==> src/rtl/rgb_chroma_norm_pkg.sv <==
`default_nettype none
// ============================================================================
// Module      : rgb_norm_pkg
// Description : Shared types and width helpers for the chromaticity
//               normaliser. It holds the FSM state enum and the sum, output
//               and divider-step widths, derived from CH/IW/FW.
// Config      : CHROMA_ROUND_EN adds one extra quotient bit so the result
//               can be rounded half-up. When it is undefined, the result is
//               truncated.
// Revision    : 1.0 - initial release
// ============================================================================
package rgb_norm_pkg;

  typedef enum logic [1:0] {
    ST_IDLE = 2'd0,
    ST_SUM  = 2'd1,
    ST_DIV  = 2'd2,
    ST_OUT  = 2'd3
  } state_t;

`ifdef CHROMA_ROUND_EN
  localparam int C_ROUND_BITS = 1;
`else
  localparam int C_ROUND_BITS = 0;
`endif

  // Channel-sum width: the sum of CH samples of IW bits never overflows this.
  function automatic int sw_f(input int iw, input int ch);
    return iw + $clog2(ch);
  endfunction

  // Output word width: 2.FW unsigned fixed point.
  function automatic int ow_f(input int fw);
    return fw + 2;
  endfunction

  // Quotient bits produced per channel. This is one cycle per bit.
  function automatic int d_f(input int fw);
    return fw + 1 + C_ROUND_BITS;
  endfunction

endpackage
`default_nettype wire

==> src/rtl/rgb_chroma_norm_if.sv <==
`default_nettype none
// ============================================================================
// Module      : rgb_chroma_norm_if
// Description : Pixel-in / result-out bus for rgb_chroma_norm.
// Ports       : IN_VALID/IN_READY/IN_PIX carry the input pixel handshake.
//               OUT_VALID/OUT_READY/OUT_PIX/out_norm/out_zero carry the
//               result handshake.
//               The slave modport is the normaliser's view.
//               The master modport is the source/sink view.
// Revision    : 1.0 - initial release
// ============================================================================
interface rgb_chroma_norm_if
  import rgb_norm_pkg::*;
#(
  parameter int CH = 3,
  parameter int IW = 8,
  parameter int FW = 16
);
  localparam int OW = ow_f(FW);

  logic               IN_VALID;
  logic               IN_READY;
  logic [CH*IW-1:0]   IN_PIX;
  logic               OUT_VALID;
  logic               OUT_READY;
  logic [CH*IW-1:0]   OUT_PIX;
  logic [CH*OW-1:0]   out_norm;
  logic               out_zero;

  modport slave (
    input  IN_VALID, IN_PIX, OUT_READY,
    output IN_READY, OUT_VALID, OUT_PIX, out_norm, out_zero
  );

  modport master (
    output IN_VALID, IN_PIX, OUT_READY,
    input  IN_READY, OUT_VALID, OUT_PIX, out_norm, out_zero
  );
endinterface
`default_nettype wire

==> src/rtl/rgb_chroma_norm_div.sv <==
`default_nettype none
// ============================================================================
// Module      : rgb_frac_divider
// Description : Restoring fractional divider. It computes num/den with num<=den
//               and produces one quotient bit per cycle over D cycles.
//               A start pulse loads a new operation. A start pulse also takes
//               priority in the cycle where done is high, so back-to-back
//               channels lose no cycles. quo is combinational and is valid
//               while done is high.
// Ports       : CLK, RST_N (async, active-low)
//               start : load num and begin dividing
//               num   : numerator (SW bits)
//               den   : divisor (SW bits), must be held stable while busy
//               done  : last quotient bit is being produced this cycle
//               quo   : 2.FW result (OW bits)
// Config      : CHROMA_ROUND_EN rounds the D-bit quotient half-up by dropping
//               its extra LSB.
// Revision    : 1.0 - initial release
// ============================================================================
module rgb_frac_divider #(
  parameter int SW = 10,
  parameter int D  = 17,
  parameter int OW = 18
) (
  input  wire           CLK,
  input  wire           RST_N,
  input  wire           start,
  input  wire  [SW-1:0] num,
  input  wire  [SW-1:0] den,
  output logic          done,
  output logic [OW-1:0] quo
);
  localparam int CW = $clog2(D);

  logic [SW:0]   r_rem;
  logic [D-2:0]  r_q;
  logic [CW-1:0] r_cnt;
  logic          r_busy;

  logic [SW:0]   w_trial;
  logic          w_bit;
  logic [SW:0]   w_rem_nx;
  logic [D-1:0]  w_qfull;

  // Step 0 compares the numerator itself, which yields the integer bit.
  // Later steps compare the doubled remainder. The remainder stays below den,
  // so the doubled remainder fits in SW+1 bits.
  always_comb begin
    w_trial  = (r_cnt == '0) ? r_rem : {r_rem[SW-1:0], 1'b0};
    w_bit    = (w_trial >= {1'b0, den});
    w_rem_nx = w_bit ? (w_trial - {1'b0, den}) : w_trial;
    w_qfull  = {r_q, w_bit};
    done     = r_busy && (r_cnt == CW'(D - 1));
  end

`ifdef CHROMA_ROUND_EN
  // (q+1)>>1 is written as q>>1 plus the dropped LSB.
  assign quo = {1'b0, w_qfull[D-1:1]} + {{(OW-1){1'b0}}, w_qfull[0]};
`else
  assign quo = {1'b0, w_qfull};
`endif

  always_ff @(posedge CLK or negedge RST_N) begin
    if (!RST_N) begin
      r_rem  <= '0;
      r_q    <= '0;
      r_cnt  <= '0;
      r_busy <= 1'b0;
    end else if (start) begin
      r_rem  <= {1'b0, num};
      r_q    <= '0;
      r_cnt  <= '0;
      r_busy <= 1'b1;
    end else if (r_busy) begin
      r_rem  <= w_rem_nx;
      r_q    <= w_qfull[D-2:0];
      r_cnt  <= r_cnt + 1'b1;
      if (done) begin
        r_busy <= 1'b0;
      end
    end
  end
endmodule
`default_nettype wire

==> src/rtl/rgb_chroma_norm.sv <==
`default_nettype none
// ============================================================================
// Module      : rgb_chroma_norm
// Description : Chromaticity normaliser. It accepts one CH-channel pixel and
//               returns each channel divided by the channel sum, in 2.FW
//               unsigned fixed point. It also returns the raw samples.
//               A single shared iterative divider processes the channels in
//               turn.
// Ports       : CLK   : clock, rising edge
//               RST_N : asynchronous active-low reset
//               bus   : rgb_chroma_norm_if.slave, which carries the pixel-in
//                       and result-out valid/ready handshakes, OUT_PIX,
//                       out_norm and out_zero
// Config      : CHROMA_ROUND_EN selects round-half-up results (FW+2 divider
//               steps). When it is undefined, results are truncated
//               (FW+1 steps).
// Revision    : 1.0 - initial release
// ============================================================================
module rgb_chroma_norm
  import rgb_norm_pkg::*;
#(
  parameter int CH = 3,
  parameter int IW = 8,
  parameter int FW = 16
) (
  input  wire              CLK,
  input  wire              RST_N,
  rgb_chroma_norm_if.slave bus
);
  localparam int SW = sw_f(IW, CH);
  localparam int OW = ow_f(FW);
  localparam int D  = d_f(FW);
  localparam int KW = $clog2(CH);

  state_t           r_state;
  state_t           w_state_nx;
  logic [CH*IW-1:0] r_pix;
  logic [CH*OW-1:0] r_norm;
  logic             r_zero;
  logic [KW-1:0]    r_k;

  logic [SW-1:0]    w_sum;
  logic [IW-1:0]    w_num;
  int               w_idx;
  logic             w_last;
  logic             w_start;
  logic             w_done;
  logic [OW-1:0]    w_quo;

  always_comb begin
    w_sum = '0;
    for (int i = 0; i < CH; i++) begin
      w_sum = w_sum + SW'(r_pix[i*IW +: IW]);
    end
  end

  // The numerator fed to the divider is for the channel being started.
  // That is channel 0 from SUM, or the channel after r_k when a division
  // finishes in DIV.
  always_comb begin
    w_idx  = (r_state == ST_SUM) ? 0 : int'(r_k) + 1;
    w_last = (int'(r_k) == CH - 1);
    w_num  = '0;
    for (int i = 0; i < CH; i++) begin
      if (i == w_idx) begin
        w_num = r_pix[i*IW +: IW];
      end
    end
    w_start = ((r_state == ST_SUM) && (w_sum != '0)) ||
              ((r_state == ST_DIV) && w_done && !w_last);
  end

  always_comb begin
    w_state_nx = r_state;
    case (r_state)
      ST_IDLE: if (bus.IN_VALID)       w_state_nx = ST_SUM;
      ST_SUM:  w_state_nx = (w_sum == '0) ? ST_OUT : ST_DIV;
      ST_DIV:  if (w_done && w_last)   w_state_nx = ST_OUT;
      ST_OUT:  if (bus.OUT_READY)      w_state_nx = ST_IDLE;
      default: w_state_nx = ST_IDLE;
    endcase
  end

  rgb_frac_divider #(
    .SW (SW),
    .D  (D),
    .OW (OW)
  ) u_div (
    .CLK   (CLK),
    .RST_N (RST_N),
    .start (w_start),
    .num   (SW'(w_num)),
    .den   (w_sum),
    .done  (w_done),
    .quo   (w_quo)
  );

  always_ff @(posedge CLK or negedge RST_N) begin
    if (!RST_N) begin
      r_state <= ST_IDLE;
      r_pix   <= '0;
      r_norm  <= '0;
      r_zero  <= 1'b0;
      r_k     <= '0;
    end else begin
      r_state <= w_state_nx;
      case (r_state)
        ST_IDLE: begin
          if (bus.IN_VALID) begin
            r_pix <= bus.IN_PIX;
          end
        end
        ST_SUM: begin
          r_k <= '0;
          if (w_sum == '0) begin
            r_norm <= '0;
            r_zero <= 1'b1;
          end else begin
            r_zero <= 1'b0;
          end
        end
        ST_DIV: begin
          if (w_done) begin
            for (int i = 0; i < CH; i++) begin
              if (i == int'(r_k)) begin
                r_norm[i*OW +: OW] <= w_quo;
              end
            end
            r_k <= r_k + 1'b1;
          end
        end
        default: ;
      endcase
    end
  end

  // RST_N masks IN_READY, so nothing is accepted while reset is held.
  assign bus.IN_READY  = (r_state == ST_IDLE) && RST_N;
  assign bus.OUT_VALID = (r_state == ST_OUT);
  assign bus.OUT_PIX   = r_pix;
  assign bus.out_norm  = r_norm;
  assign bus.out_zero  = r_zero;
endmodule
`default_nettype wire
==> src/flat_wrapper.sv <==
// flat-port wrapper written by rule: the top's interface ports become plain ports
module rgb_chroma_norm_flat import rgb_norm_pkg::*;
#(
  parameter int CH = 3,
  parameter int IW = 8,
  parameter int FW = 16
)
  (CLK, RST_N, bus_IN_VALID, bus_IN_PIX, bus_OUT_READY, bus_IN_READY, bus_OUT_VALID, bus_OUT_PIX, bus_out_norm, bus_out_zero);
  rgb_chroma_norm_if #(.CH(CH), .IW(IW), .FW(FW)) bus_i ();
  input  wire CLK;
  input  wire RST_N;
  input wire logic [$bits(bus_i.IN_VALID)-1:0] bus_IN_VALID;
  input wire logic [$bits(bus_i.IN_PIX)-1:0] bus_IN_PIX;
  input wire logic [$bits(bus_i.OUT_READY)-1:0] bus_OUT_READY;
  output wire logic [$bits(bus_i.IN_READY)-1:0] bus_IN_READY;
  output wire logic [$bits(bus_i.OUT_VALID)-1:0] bus_OUT_VALID;
  output wire logic [$bits(bus_i.OUT_PIX)-1:0] bus_OUT_PIX;
  output wire logic [$bits(bus_i.out_norm)-1:0] bus_out_norm;
  output wire logic [$bits(bus_i.out_zero)-1:0] bus_out_zero;
  assign bus_i.IN_VALID = bus_IN_VALID;
  assign bus_i.IN_PIX = bus_IN_PIX;
  assign bus_i.OUT_READY = bus_OUT_READY;
  assign bus_IN_READY = bus_i.IN_READY;
  assign bus_OUT_VALID = bus_i.OUT_VALID;
  assign bus_OUT_PIX = bus_i.OUT_PIX;
  assign bus_out_norm = bus_i.out_norm;
  assign bus_out_zero = bus_i.out_zero;
  rgb_chroma_norm #(.CH(CH), .IW(IW), .FW(FW)) u_core (.CLK(CLK), .RST_N(RST_N), .bus(bus_i));
endmodule
==> config.mk <==
export PLATFORM = sky130hd
export DESIGN_NAME = rgb_chroma_norm_flat
export DESIGN_NICKNAME = d
export VERILOG_FILES = /design/src/rtl/rgb_chroma_norm_pkg.sv /design/src/rtl/rgb_chroma_norm_if.sv /design/src/rtl/rgb_chroma_norm_div.sv /design/src/rtl/rgb_chroma_norm.sv /design/src/flat_wrapper.sv
export SDC_FILE = /design/constraint.sdc
export NUM_CORES = 1
export LEC_CHECK = 0
export ABC_AREA = 1
export CAP_MARGIN = 20
export CORE_ASPECT_RATIO = 1.4
export CORE_MARGIN = 4
export CORE_UTILIZATION = 55
export DETAILED_ROUTE_END_ITERATION = 7
export PLACE_DENSITY_LB_ADDON = 0.1
export SLEW_MARGIN = 20
export SYNTH_ARGS = -nofsm -noshare
export SYNTH_HDL_FRONTEND = slang
export SYNTH_SLANG_ARGS = --single-unit
==> constraint.sdc <==
create_clock -name CLK -period 10.14 [get_ports CLK]
set_input_delay 1.014 -clock CLK [delete_from_list [all_inputs] [get_ports CLK]]
set_output_delay 1.014 -clock CLK [all_outputs]
set_load 0.005 [all_outputs]
---- Word level (Yosys, flattened, before mapping) ----
Cells that the tools add are included.
W data, S select, Z words.
cells by class
  $add $sub $neg .......................... 6
  magnitude comparators ................... 1
  equality and inequality tests ........... 17
  multiplexer cells ....................... 29
  reduce and logical (&&, ||, !) cells .... 22
operators by type and width
  kind                   number
  $mux W54               2
  $pmux W54 S2           1
  $mux W18               3
  $mux W11               4
  $eq A2 B32 Y1 const A  1
  $eq A3 B32 Y1 const A  1
  $logic_not A32 Y1      1
  $mux W16               2
  $mux W32               1
  $mux W8                3
  $ne A2 B2 Y1 const B   7
  $reduce_and A4 Y1      3
  $ge A11 B10 Y1         1
  $sub A11 B10 Y11       1
  $add A10 B8 Y10        1
  $logic_not A10 Y1      1
  $mux W5                2
  $reduce_bool A10 Y1    1
  $add A8 B8 Y9          1
  $mux W2                4
  $pmux W2 S4            1
  $eq A2 B2 Y1 const B   3
  $logic_and A1 B1 Y1    6
  $add A5 B1 Y5 const B  1
  other kinds (15)       23
storage, ports and cells
  register bits after elaboration ......... 116
  input bits .............................. 28
  word-level logic and storage cells ...... 86

---- Longest topological paths before layout ----
Gate-level depths: netlist (run 1).
  depth in word-level cells ............... 7
  depth in mapped cells ................... 30

---- Modules after synthesis ----
A second synthesis (run 1) with hierarchy kept.
second synthesis, totals
  cells, all modules ...................... 846
  area total of the unflattened synthesis .. 6752.7 µm²
modules (own cells, without submodules)
  module            times used  cells each  area each (µm²)  seq. area each (µm²)
  rgb_chroma_norm   1           515         4362.9           2077.0
  rgb_frac_divider  1           331         2389.8           825.8

---- Least setup slack after synthesis (run 1) ----
Ideal clock, no wire load.
  path type ............................... register to register
  from .................................... register u_core.r_pix[8] (netlist: u_core.bus.OUT_PIX[8])
  to ...................................... register u_core.u_div.r_rem[3]
  data arrival time ....................... 3.609 ns
  required time ........................... 10.015 ns
  setup slack ............................. 6.405 ns
  stages on the path, launching flop included .. 27
  period minus slack after synthesis ...... 3.735 ns
  cell sequence ........................... dfrtp_1 ha_1 inv_1 fa_1 nand3b_1 nand2_1 a31oi_1 xnor2_1 ha_1 nand2_1 inv_1 a21oi_1 nand2_1 nand2_1 nand2_2 ha_1 nand2_1 nor2_1 nand3_1 nand3_1 nand2_1 nand2_1 clkinv_1 nand2_1 o21ai_0 nand4_1 nand3_1
between the ends
  longest elaborated chain between the ends .. 6
  elaborated cells between the ends (all ways) .. 11
  those cells by class .................... add/sub (3); order compare (1); mux (3); reduce/logical (4)
ends and longest elaborated chain
  element                                                 line                                              source
  start, declared                                         rgb_chroma_norm.sv:37                             logic [CH*IW-1:0] r_pix;
  start signal, assigned                                  rgb_chroma_norm.sv:110                            r_pix <= bus.IN_PIX;
  $add A8 B8 Y9 *                                         rgb_chroma_norm.sv:53                             w_sum = w_sum + SW'(r_pix[i*IW +: IW]);
  $add A10 B8 Y10 *                                       rgb_chroma_norm.sv:53
  $sub A11 B10 Y11, or another cell as far along          rgb_chroma_norm_div.sv:51                         w_rem_nx = w_bit ? (w_trial - {1'b0, den}) : w_trial;
  $mux W11 / $logic_and A1 B1 Y1 (equally long branches)  rgb_chroma_norm_div.sv:51, rgb_chroma_norm.sv:69
  $mux W11 / $logic_or A1 B1 Y1 (equally long branches)   rgb_chroma_norm_div.sv:74, rgb_chroma_norm.sv:69
  $mux W11 / $reduce_bool A2 Y1 (equally long branches)   -
  end signal, assigned                                    rgb_chroma_norm_div.sv:70                         r_rem <= {1'b0, num};
  end signal, assigned                                    rgb_chroma_norm_div.sv:75                         r_rem <= w_rem_nx;
  end, declared                                           rgb_chroma_norm_div.sv:35                         logic [SW:0] r_rem;
Mark *: on every way between the ends. The rest lies on a longest branch, timed or not. The select of a mux whose other input is x is not followed.
A chain may end at the register's enable or synchronous reset.

---- Final worst setup path (run 1) ----
  from .................................... register u_core.r_pix[8] (netlist: u_core.bus.OUT_PIX[8])
  to ...................................... register u_core.u_div.r_rem[5]
The elaborated chain is that of the path after synthesis.

==> results.env, run 1 <==
YS_FF_LATCH=113
TIMING.CRITICAL_PATH.DEPTH=25
SYNTHFLOPTYPE='dfrtp_1'
SEQUENTIAL_AREA_SHARE_AFTER_SYNTHESIS_PCT=44.3
NUMBER_OF_GLOBAL_ROUTE_VIAS_BEFORE_REPAIR=5670
INITIAL_UTILIZATION_PCT=56.4
POSTSYNTH.ASYNCRESETSHARE_PCT=100
WORST_PATH_MAX_DELAY_CELL='dfrtp_1'
WHS_PATH_DEPTH=2
VDD_DROP_MAX_V=0.000125
SYNTHESIS.AREA_UM2=6390
MAX-CLOCK-PATH-BUFFERS=2
TRACK_USAGE_PCT=25.1
SLEW_HEADROOM_PCT=25.1
HOLD_PATH_CLASS='flip-flop to flip-flop'
REGTOREGENDPOINT='u_core.u_div.r_rem[5]'
CTS_RESIZED=0
COREAREA_UM2=11300
RUN_STATUS='complete, no violations'
REPORT.FINAL.SLEW_VIOL_COUNT=0
FIRST_PASS_GRT_WIRE_LENGTH_MM=27.0
ANTENNA_DIODE_COUNT=0
NUMBER_OF_SYNTHESIZED_FLOPS_WITH_AN_ENABLE_PIN=0
CRITPATHMOSTFREQUENTCELL='nand2_1'
CHIPWIDTH_UM=99.1
CTS_HTREE_LEVELS=4
FINAL.SETUP.TNS_NS=0
DESIGN.DIE.AREA_UM2=13400
DETAILEDPLACEMENTHPWL_MM=12.2
GATE_COUNT_OF_THE_MAPPED_NETLIST=788
ANTENNA_FOUND_INITIAL=0
LAYOUT.NETS=956
POSTLAYOUTSETUPSLACKWORST_NS=5.56
TIMING.CRITICAL_PATH.MAX_DELAY_FAMILY='simple AND/OR/NAND/NOR gates'
CLK_TRANSITION_REPORTED_PATHS_NS=0.06
SKEW_NS=0.00767
FIN_UTIL_PCT=70.8
SETUP-VIOLATIONS-FINAL=0
MIN_DELAY_WORST_ENDPOINT='u_core.u_div.r_rem[9]'
FINAL_PERIOD_MINUS_WORST_SETUP_SLACK_NS=4.58
FINAL.FILL_COUNT=901
GRT_MAX_DEGREE=65
POWER.DENSITY_nW_PER_UM2=128
SYNTH.AVG_CELL_AREA_UM2=8.11
DRT_DRC_VIOLATIONS_LEFT=0
NUM_ROWS=46
AVGVIACOUNTPERCELL=5.48
CLOCK_LATENCY_LATE_SINK_NS=0.41
TRITONCTS='yes'
CLOCK_SINKS=113
SETUP_REPAIR_AFTER_GLOBAL_ROUTING_MISSED_ITS_MARGIN='false'
MAX_FREQ_MHz=218
WORST_PIN_SLEW_NS=1.12
PLACE_WORST_SETUP_SLACK_NS=5.68
SYNTH-WARNING-COUNT=0
TIMING.FINAL.CRIT_SHARE_PCT=45.2
MIN-DELAY-START='u_core.u_div.r_rem[9]'
MAX_CAP_VIOL_COUNT=0
MAXIMUM_NET_FANOUT_ON_THE_CRITICAL_PATH=13
DIE-HEIGHT_UM=136
TIMING.CRITICAL_PATH.FROM_TYPE='flip-flop'
FF2FF_SETUP_SLACK_NS=5.56
FINAL_HOLD_VIOL_COUNT=0
PLACED_CELLS_INCL_TAPS=1013
ROUTED_WL_MM=16.6
CTS.REPAIR_TIMING.SETUP_BUFFER_COUNT=0
WORSTREGTOREGCELLS=25
CRIT_PATH_MAX_INCR_DELAY_NS=0.42
SETUP.WORST_PATH.CLASS='flip-flop to flip-flop'
CTS_BUFS_INSERTED=17
FINISH.CELL_COUNT_WITHOUT_FILLERS=1044
PLACEMENT.IO_BUFFERS=105
NETLIST-CELL-TYPE-COUNT=43
CTS_HOLD_REPAIR.BUFFERS=0
CTS_ROOT_BUF='clkbuf_16'
DETAIL_ROUTE.WL_PER_CELL_UM=15.9
TIMING.CRITICAL_PATH.ARRIVAL_NS=4.93
POWER.STATIC_LEAKAGE_nW=3.97
WORSTPATHBUFFERINVERTERCOUNT=3
AREA.GROWTH.SYNTH_TO_FINAL_PCT=25.7
WORSTREG2REGSTART='u_core.bus.OUT_PIX[8]'
I_O_PINS=109
CP_DATA_REQUIRED_TIME_NS=10.49
POST_ROUTE_CELLS_DRIVE_ABOVE_1_SHARE_PCT=7.89
DRT_ITER0_MARKERS=451
PRE_REPAIR_DR_ITERATION_COUNT=5
GLOBAL_ROUTE.OVERFLOW_TOTAL=0
ROUTED-VIA-COUNT=5716
TIMING.CRITICAL_PATH.TO_TYPE='flip-flop'
GP_CONGESTION=0.932
DRTANTENNAVIOLNETS=0
-- registers in the layout, indices dropped and copies added (netlist names) --
register and cells:
u_core.r_k 2, u_core.r_state 2, u_core.u_div.r_cnt 5, u_core.bus.out_zero 1
u_core.bus.out_norm 51, u_core.u_div.r_rem 11, u_core.u_div.r_busy 1, u_core.bus.OUT_PIX 24
u_core.u_div.r_q 16
-- power breakdown --
part	switching [mW]	internal (mW)
logic	0.0105	0.00921
clock network	0.217	0.340
registers	0	0.451
total	0.227	0.801
-- cells in the mapped netlist, types with 2 or more instances --
library cell  number  area (um2)
nand2_1          275        1030
dfrtp_1          113        2830
inv_1             67         251
nor2_1            46         173
o21ai_1           43         215
ha_1              37         463
o21ai_0           32         160
nand3_1           26         130
a21oi_1           22         110
mux2_2            20         225
nand4_1           17         106
buf_2             12        60.1
xnor2_1           10        87.6
clkbuf_1           7        26.3
xor2_1             7        61.3
o221ai_1           5        43.8
buf_4              4        30.0
nand2_2            4        25.0
clkinv_1           3        11.3
fa_1               3        60.1
nand3b_1           3        22.5
a211oi_1           2        15.0
a31oi_1            2        12.5
buf_6              2        22.5
inv_2              2        7.51
inv_4              2        12.5
nand2_4            2        22.5
nand3_2            2        20.0
nand3_4            2        35.0
o21bai_1           2        15.0
or2_2              2        12.5
-- cell families after synthesis --
logic type	synth area share (%)
XOR/XNOR	2.33
AO/OA/AOI/OAI	9.58
AND/OR/NAND/NOR	25.2
flip-flops	44.3
multiplexers	3.52
buffers and inverters	6.91
adder cells (fa/ha/maj)	8.18
other	0.0587
-- layer usage --
metal,vias to the layer above,routed length (um),track usage [%]
met5,-,0,0
met4,0,448,9.49
met3,36,871,5.67
met2,199,8890,46.1
met1,2724,6350,28.1
li1,2757,-,-
-- tightest hold or removal path: cells and delay by family, from the launching register on --
kind / cells / cell delay, ns
DFF: 1 / 0.34
and+or+nand+nor: 2 / 0.10
-- cell usage in the layout, fill, tap and decap left out, types with 3 or more instances in the layout --
cell               n
a21oi_1           22
clkbuf_16         17
clkdlybuf4s50_1  104
clkinv_1           3
clkinv_2           3
clkinvlp_4         7
conb_1             3
dfrtp_1          113
fa_1               3
ha_1              37
inv_1             67
mux2_2            20
nand2_1          275
nand2_2            4
nand3_1           26
nand3b_1           3
nand4_1           17
nor2_1            46
o21ai_0           32
o21ai_1           43
o221ai_1           5
xnor2_1           10
xor2_1             7
-- per-stage QoR --
stage | total power, mW | instance area (um2) | hold WS, ns
global placement | 0.479 | 7470 | 0.455
CTS | 1.03 | 8030 | 0.481
floorplan | 0.460 | 6400 | 0.442
global route | 1.06 | 8030 | 0.500
finish | 1.03 | 8030 | 0.480
detailed placement | 0.479 | 7470 | 0.459
-- cell type report --
cell class                 count  area (um2)  share of cell area, %
tap                          144         180                   2.24
sequential                   113        2830                   35.2
inverter                      74         283                   3.52
clock buffer                  18         439                   5.47
clock inverter                13         115                   1.43
timing repair buffer         106        1060                   13.2
multi-input combinational    576        3130                   39.0
-- worst max path at each step --
stage                                  to                  start
finish              u_core.u_div.r_rem[5]  u_core.bus.OUT_PIX[8]
global route        u_core.u_div.r_rem[5]  u_core.bus.OUT_PIX[8]
CTS                 u_core.u_div.r_rem[5]  u_core.bus.OUT_PIX[8]
detailed placement  u_core.u_div.r_rem[5]  u_core.bus.OUT_PIX[8]
global placement    u_core.u_div.r_rem[5]  u_core.bus.OUT_PIX[2]
floorplan           u_core.u_div.r_rem[3]  u_core.bus.OUT_PIX[8]
Note: power is estimated with default switching activity, not from simulation.
==> run 2, diff against run 1 <==
--- a/config.mk
+++ b/config.mk
@@ -9,7 +9,7 @@
 export CAP_MARGIN = 20
 export CORE_ASPECT_RATIO = 1.4
 export CORE_MARGIN = 4
-export CORE_UTILIZATION = 55
+export CORE_UTILIZATION = 49
 export DETAILED_ROUTE_END_ITERATION = 7
 export PLACE_DENSITY_LB_ADDON = 0.1
 export SLEW_MARGIN = 20
==> constraint.sdc (replaced) <==
create_clock -name CLK -period 4.01 [get_ports CLK]
set_input_delay 0.401 -clock CLK [delete_from_list [all_inputs] [get_ports CLK]]
set_output_delay 0.401 -clock CLK [all_outputs]
set_load 0.005 [all_outputs]
==> run 2 against run 1 <==
Compared with the run above:
- sequential share of layout area is 2.3 points lower
- clock-buffer cell count did not move
- final area increased by 7.0%
- fmax increased by 20%
- sequential power rose to 2.5 times the previous value
- combinational power increased to 2.6 times the previous value
- non-clock buffer count rose by 29
- global-route usage decreased by 3.0 points
- critical path type unchanged
- highest routed layer unchanged
==> results.env, run 2 (same netlist as run 1, synthesis figures left out) <==
POWER.STATIC_LEAKAGE_nW=4.23  # +6.5%
SETUP.WORST_PATH.CLASS='flip-flop to flip-flop'
PRE_REPAIR_DR_ITERATION_COUNT=5  # unchanged
CRIT_PATH_MAX_INCR_DELAY_NS=0.41  # about the same
MAX_FREQ_MHz=262  # +20%
I_O_PINS=109  # unchanged
SETUP_REPAIR_AFTER_GLOBAL_ROUTING_MISSED_ITS_MARGIN='true'
TIMING.FINAL.CRIT_SHARE_PCT=95.1  # +50 points
DIE-HEIGHT_UM=143  # +5.6%
WORSTPATHBUFFERINVERTERCOUNT=2  # -1
LAYOUT.NETS=985  # +3.0%
DETAIL_ROUTE.WL_PER_CELL_UM=15.6  # -1.9%
GRT_MAX_DEGREE=76  # +17%
FINISH.CELL_COUNT_WITHOUT_FILLERS=1083  # +3.7%
DRT_DRC_VIOLATIONS_LEFT=0  # unchanged
POWER.DENSITY_nW_PER_UM2=340  # +170%
CTS_HTREE_LEVELS=4  # unchanged
ROUTED_WL_MM=16.8  # +1.7%
PLACED_CELLS_INCL_TAPS=1041  # +2.8%
CHIPWIDTH_UM=105  # +5.5%
AVGVIACOUNTPERCELL=5.34  # -2.5%
MAX-CLOCK-PATH-BUFFERS=2  # unchanged
DRTANTENNAVIOLNETS=0  # unchanged
GP_CONGESTION=0.870  # -6.6%
POST_ROUTE_CELLS_DRIVE_ABOVE_1_SHARE_PCT=14.9  # +7.1 points
TIMING.CRITICAL_PATH.FROM_TYPE='flip-flop'
CP_DATA_REQUIRED_TIME_NS=4.29  # -6.20 ns
INITIAL_UTILIZATION_PCT=49.9  # -6.5 points
CTS_BUFS_INSERTED=17  # unchanged
FINAL_PERIOD_MINUS_WORST_SETUP_SLACK_NS=3.82  # -0.767 ns
FIN_WORST_HOLD_SLACK_NS=0.484  # +0.00440 ns
ANTENNA_DIODE_COUNT=0  # unchanged
FINAL.FILL_COUNT=1067  # +18%
NUMBER_OF_GLOBAL_ROUTE_VIAS_BEFORE_REPAIR=5746  # +1.3%
FIRST_PASS_GRT_WIRE_LENGTH_MM=26.6  # -1.2%
FINAL_HOLD_VIOL_COUNT=0  # unchanged
WORST_PIN_SLEW_NS=1.08  # -0.0444 ns
CLOCK_LATENCY_LATE_SINK_NS=0.41  # about the same
FINAL.SETUP.TNS_NS=0  # unchanged
WORST_PATH_MAX_DELAY_CELL='dfrtp_1'
RUN_STATUS='complete, no violations'
COREAREA_UM2=12800  # +13%
ANTENNA_FOUND_INITIAL=0  # unchanged
LARGEST_REG_FLOPS=51  # unchanged
HOLD_PATH_CLASS='flip-flop to flip-flop'
FINAL_DESIGN_INSTANCE_AREA_WITHOUT_FILL_UM2=8590  # +7.0%
ROUTED-VIA-COUNT=5782  # +1.2%
CLK_TRANSITION_REPORTED_PATHS_NS=0.05  # about the same
SLEW_HEADROOM_PCT=28.1  # +3.0 points
TRITONCTS='yes'
SETUP-VIOLATIONS-FINAL=0  # unchanged
TRACK_USAGE_PCT=22.1  # -3.0 points
MAX_CAP_VIOL_COUNT=0  # unchanged
CLOCK_SINKS=113  # unchanged
MAXIMUM_NET_FANOUT_ON_THE_CRITICAL_PATH=6  # -7
PLACEMENT.IO_BUFFERS=105  # unchanged
PLACE_WORST_SETUP_SLACK_NS=-0.0564  # -5.74 ns
DESIGN.DIE.AREA_UM2=15000  # +11%
GLOBAL_ROUTE.OVERFLOW_TOTAL=0  # unchanged
CRITPATHMOSTFREQUENTCELL='nand2_1'
LAYOUT_COMMON_CELLS='263 x nand2_1, 113 x dfrtp_1, 104 x clkdlybuf4s50_1, 66 x inv_1, 46 x o21ai_1'
REPORT.FINAL.SLEW_VIOL_COUNT=0  # unchanged
TIMING.CRITICAL_PATH.ARRIVAL_NS=4.10  # -0.83 ns
FINALPOWER_mW=2.92  # +180%
DETAILEDPLACEMENTHPWL_MM=12.5  # +2.4%
POSTLAYOUTSETUPSLACKWORST_NS=0.195  # -5.36 ns
TIMING.CRITICAL_PATH.MAX_DELAY_FAMILY='simple AND/OR/NAND/NOR gates'
AREA.GROWTH.SYNTH_TO_FINAL_PCT=34.5
NUM_ROWS=49  # +6.5%
SKEW_NS=0.00989  # +0.00223 ns
CTS_ROOT_BUF='clkbuf_16'
PLACEDINSTANCEAREA_UM2=7630  # +2.1%
DRT_ITER0_MARKERS=256  # -43%
MOSTFREQUENTLAYOUTCELL='nand2_1'
TIMING.CRITICAL_PATH.TO_TYPE='flip-flop'
FIN_UTIL_PCT=67.1  # -3.7 points
VDD_DROP_MAX_V=0.000271  # +120%
-- run 2: final timing paths --
path | start | end | slack [ns] | depth (start not counted)
setup / recovery | u_core.bus.OUT_PIX[10] | u_core.u_div.r_rem[6] | 0.19 | 28
hold / removal | u_core.u_div.r_rem[10] | u_core.u_div.r_rem[10] | 0.48 | 2
setup reg to reg | u_core.bus.OUT_PIX[10] | u_core.u_div.r_rem[6] | 0.19 | 28
hold reg to reg | u_core.u_div.r_rem[10] | u_core.u_div.r_rem[10] | 0.48 | 2
max in group asynchronous | RST_N | u_core.u_div.r_q[3] | 2.16 | 3
min in group asynchronous | RST_N | u_core.bus.out_norm[15] | 0.51 | 2
-- run 2: final cells by class --
type | instances | area (um2) | share of cell area (%)
clock inverters | 14 | 250 | 2.91
multi-input cells | 576 | 3330 | 38.7
inverters | 74 | 285 | 3.32
well taps | 153 | 191 | 2.23
clock buffers | 18 | 429 | 4.99
flip-flops and latches | 113 | 2830 | 32.9
repair buffers | 135 | 1280 | 15.0
-- run 2: worst min-delay path: stages, from the launching register on --
cell and delay (ns):
dfrtp_1 0.34, nand2_1 0.05, nand2_1 0.05
-- run 2: timing repair --
| item | CTS | global route |
|---|---|---|
| buffers inserted | 0 | 7 |
| resized for setup | 8 | 42 |
| pin swaps | 1 | 29 |
| hold buffers | 1 | 0 |
| gates cloned | 0 | 1 |
| endpoints found under the hold margin | 38 | 0 |
| setup endpoints to repair | 12 | 15 |
-- run 2: where the power goes --
| part | switching (mW) | total, mW | leakage, nW | internal [mW] |
|---|---|---|---|---|
| logic | 0.0265 | 0.0504 | 2.34 | 0.0239 |
| clock network | 0.550 | 1.73 | 0.330 | 1.18 |
| registers | 0 | 1.14 | 1.55 | 1.14 |
-- run 2: layer usage --
| layer | routed length [um] | vias to the layer above | global-route usage [%] |
|---|---|---|---|
| met5 | 0 | - | 0 |
| met4 | 376 | 0 | 7.91 |
| met3 | 781 | 31 | 4.98 |
| met2 | 9120 | 185 | 42.5 |
| met1 | 6570 | 2756 | 23.7 |
| li1 | - | 2810 | - |
==> run 3, diff against run 2 <==
--- a/config.mk
+++ b/config.mk
@@ -7,7 +7,6 @@
 export LEC_CHECK = 0
 export ABC_AREA = 1
 export CAP_MARGIN = 20
-export CORE_ASPECT_RATIO = 1.4
 export CORE_MARGIN = 4
 export CORE_UTILIZATION = 49
 export DETAILED_ROUTE_END_ITERATION = 7
==> run 3 against run 2 <==
Compared with the run above:
- final area down 1.7%
- combinational power shrank 2%
- fmax is 2.1% lower
- largest cell class unchanged
- die area fell by 0.17%
==> results.env, run 3 (same netlist as run 1, synthesis figures left out) <==
RUN_STATUS='complete, no violations'
INITIAL_UTILIZATION_PCT=50.4  # +0.56 points
DESIGN.DIE.AREA_UM2=14900  # -0.17%
DETAILROUTE.WIRELENGTH.MET3_UM=804  # +2.9%
PRE_REPAIR_DR_ITERATION_COUNT=5  # unchanged
ANTENNA_FOUND_INITIAL=0  # unchanged
CRITPATHMOSTFREQUENTCELL='nand2_1'
DRT_DRC_VIOLATIONS_LEFT=0  # unchanged
GRT_MAX_DEGREE=67  # -12%
FIN_WORST_HOLD_SLACK_NS=0.0282  # -0.456 ns
I_O_PINS=109  # unchanged
ROUTED_WL_MM=16.5  # -1.9%
CHIPWIDTH_UM=122  # +17%
FINAL.FILL_COUNT=1071  # +0.37%
TIMING.CRITICAL_PATH.TO_TYPE='flip-flop'
TIMING.FINAL.CRIT_SHARE_PCT=97.2  # +2.0 points
FIRST_PASS_GRT_WIRE_LENGTH_MM=27.1  # +1.8%
TIMING.CRITICAL_PATH.FROM_TYPE='flip-flop'
WL_MET2_MM=7.89  # -13%
DRTANTENNAVIOLNETS=0  # unchanged
CTS_HTREE_LEVELS=4  # unchanged
MAX_FREQ_MHz=257  # -2.1%
NUM_ROWS=41  # -16%
CTS_BUFS_INSERTED=17  # unchanged
GLOBAL_ROUTE.OVERFLOW_TOTAL=0  # unchanged
CLK_TRANSITION_REPORTED_PATHS_NS=0.05  # about the same
CLOCK_LATENCY_LATE_SINK_NS=0.41  # about the same
TRACK_USAGE_PCT=22.9  # +0.72 points
TOP_LAYER='met4'
WORST_PIN_SLEW_NS=1.04  # -0.0411 ns
LAYOUT_COMMON_CELLS='265 x nand2_1, 112 x dfrtp_1, 104 x clkdlybuf4s50_1, 67 x inv_1, 44 x o21ai_1'
MAX-CLOCK-PATH-BUFFERS=2  # unchanged
LAYOUT.NETS=975  # -1.0%
HOLD_PATH_CLASS='input port to asynchronous set/reset pin'
GP_CONGESTION=0.909  # +4.4%
TIMING.CRITICAL_PATH.ARRIVAL_NS=4.23  # +0.13 ns
CLOCK_SINKS=113  # unchanged
COREAREA_UM2=12700  # -1.1%
VDD_DROP_MAX_V=0.000354  # +31%
REPORT.FINAL.SLEW_VIOL_COUNT=0  # unchanged
FINAL_DESIGN_INSTANCE_AREA_WITHOUT_FILL_UM2=8450  # -1.7%
DETAIL_ROUTE.WL_PER_CELL_UM=15.1  # -2.7%
SETUP_REPAIR_AFTER_GLOBAL_ROUTING_MISSED_ITS_MARGIN='true'
PLACEDINSTANCEAREA_UM2=7580  # -0.67%
AVGVIACOUNTPERCELL=5.20  # -2.6%
CTS_ROOT_BUF='clkbuf_16'
LARGEST_REG_FLOPS=51  # unchanged
SKEW_NS=0.0105  # +0.000619 ns
DIE-HEIGHT_UM=122  # -15%
CP_DATA_REQUIRED_TIME_NS=4.34  # +0.05 ns
FIN_UTIL_PCT=66.7  # -0.41 points
FINAL_PERIOD_MINUS_WORST_SETUP_SLACK_NS=3.90  # +0.0814 ns
CRIT_PATH_MAX_INCR_DELAY_NS=0.44  # +0.03 ns
AREA.GROWTH.SYNTH_TO_FINAL_PCT=32.2
ROUTE.LAYER.MET1.WL_MM=7.49  # +14%
SLEW_HEADROOM_PCT=30.8  # +2.7 points
FINAL_HOLD_VIOL_COUNT=0  # unchanged
MAXIMUM_NET_FANOUT_ON_THE_CRITICAL_PATH=4  # -2
POST_ROUTE_CELLS_DRIVE_ABOVE_1_SHARE_PCT=13.5  # -1.5 points
POWER.STATIC_LEAKAGE_nW=4.11  # -2.7%
TRITONCTS='yes'
DETAILEDPLACEMENTHPWL_MM=11.8  # -5.4%
DRT_ITER0_MARKERS=388  # +52%
SETUP.WORST_PATH.CLASS='flip-flop to flip-flop'
WORST_PATH_MAX_DELAY_CELL='dfrtp_2'
ANTENNA_DIODE_COUNT=0  # unchanged
MAX_CAP_VIOL_COUNT=0  # unchanged
SETUP-VIOLATIONS-FINAL=0  # unchanged
CTS_HOLD_REPAIR.BUFFERS=0  # -1
MOSTFREQUENTLAYOUTCELL='nand2_1'
POWER.DENSITY_nW_PER_UM2=317  # -6.7%
PLACEMENT.IO_BUFFERS=105  # unchanged
NUMBER_OF_GLOBAL_ROUTE_VIAS_BEFORE_REPAIR=5661  # -1.5%
ROUTED-VIA-COUNT=5679  # -1.8%
==> run 3: path summary, 6_finish.rpt <==
| check | from | endpoint | slack [ns] | cells after the start |
|---|---|---|---|---|
| worst max-delay path | u_core.bus.OUT_PIX[10] | u_core.u_div.r_rem[2] | 0.11 | 28 |
| worst min-delay path | RST_N | u_core.u_div.r_cnt[2] | 0.03 | 1 |
| worst max register to register | u_core.bus.OUT_PIX[10] | u_core.u_div.r_rem[2] | 0.11 | 28 |
| worst min register to register | u_core.u_div.r_q[15] | u_core.u_div.r_q[15] | 0.47 | 2 |
| max in group asynchronous | RST_N | u_core.u_div.r_q[3] | 2.70 | 2 |
| min in group CLK | u_core.u_div.r_q[15] | u_core.u_div.r_q[15] | 0.47 | 2 |
==> run 3: layout make-up <==
| cell class | count | area, um2 | share of cell area, % |
|---|---|---|---|
| Sequential cell | 113 | 2830 | 33.5 |
| Tap cell | 172 | 215 | 2.55 |
| Clock inverter | 14 | 155 | 1.84 |
| Multi-Input combinational cell | 576 | 3310 | 39.2 |
| Clock buffer | 18 | 429 | 5.08 |
| Timing Repair Buffer | 125 | 1220 | 14.5 |
| Inverter | 74 | 284 | 3.36 |
==> run 3: power breakdown <==
part           internal, mW  switching, mW
combinational        0.0232         0.0263
clock                 0.922          0.563
sequential             1.14              0
total                  2.09          0.589
==> run 3: layer usage <==
metal  vias up  GRT usage [%]
met1      2683           30.3
met2       161           36.8
met5         -              0
met4         0           8.68
met3        26           5.11
li1       2809              -
==> run 3: through the flow <==
stage                     std cells  TNS, ns  power [mW]  setup WS [ns]
after global routing           1092    -1.04        2.76         -0.176
after detailed placement       1050   -0.122        1.21        -0.0296
after CTS                      1082        0        2.70        0.00686
after global placement         1050        0        1.21         0.0467
after floorplan                 790        0        1.16          0.275
final                          1092        0        2.68          0.113
==> run 3: worst max-delay path: cells and delay by family (launching register included) <==
kind            cells  cell delay [ns]
simple gates       15             1.29
fa+ha+maj           3             0.85
compound gates      6             0.83
flops               1             0.44
buf+inv             3             0.28
xor+xnor            1             0.13
==> run 3: timing repair <==
| action | 4_1_cts | 5_1_grt |
|---|---|---|
| setup endpoints to repair | 9 | 21 |
| setup buffers | 0 | 9 |
| resized for setup | 7 | 36 |
| hold endpoints to repair | 0 | 0 |
| pin swaps | 0 | 22 |
| gates cloned | 0 | 1 |
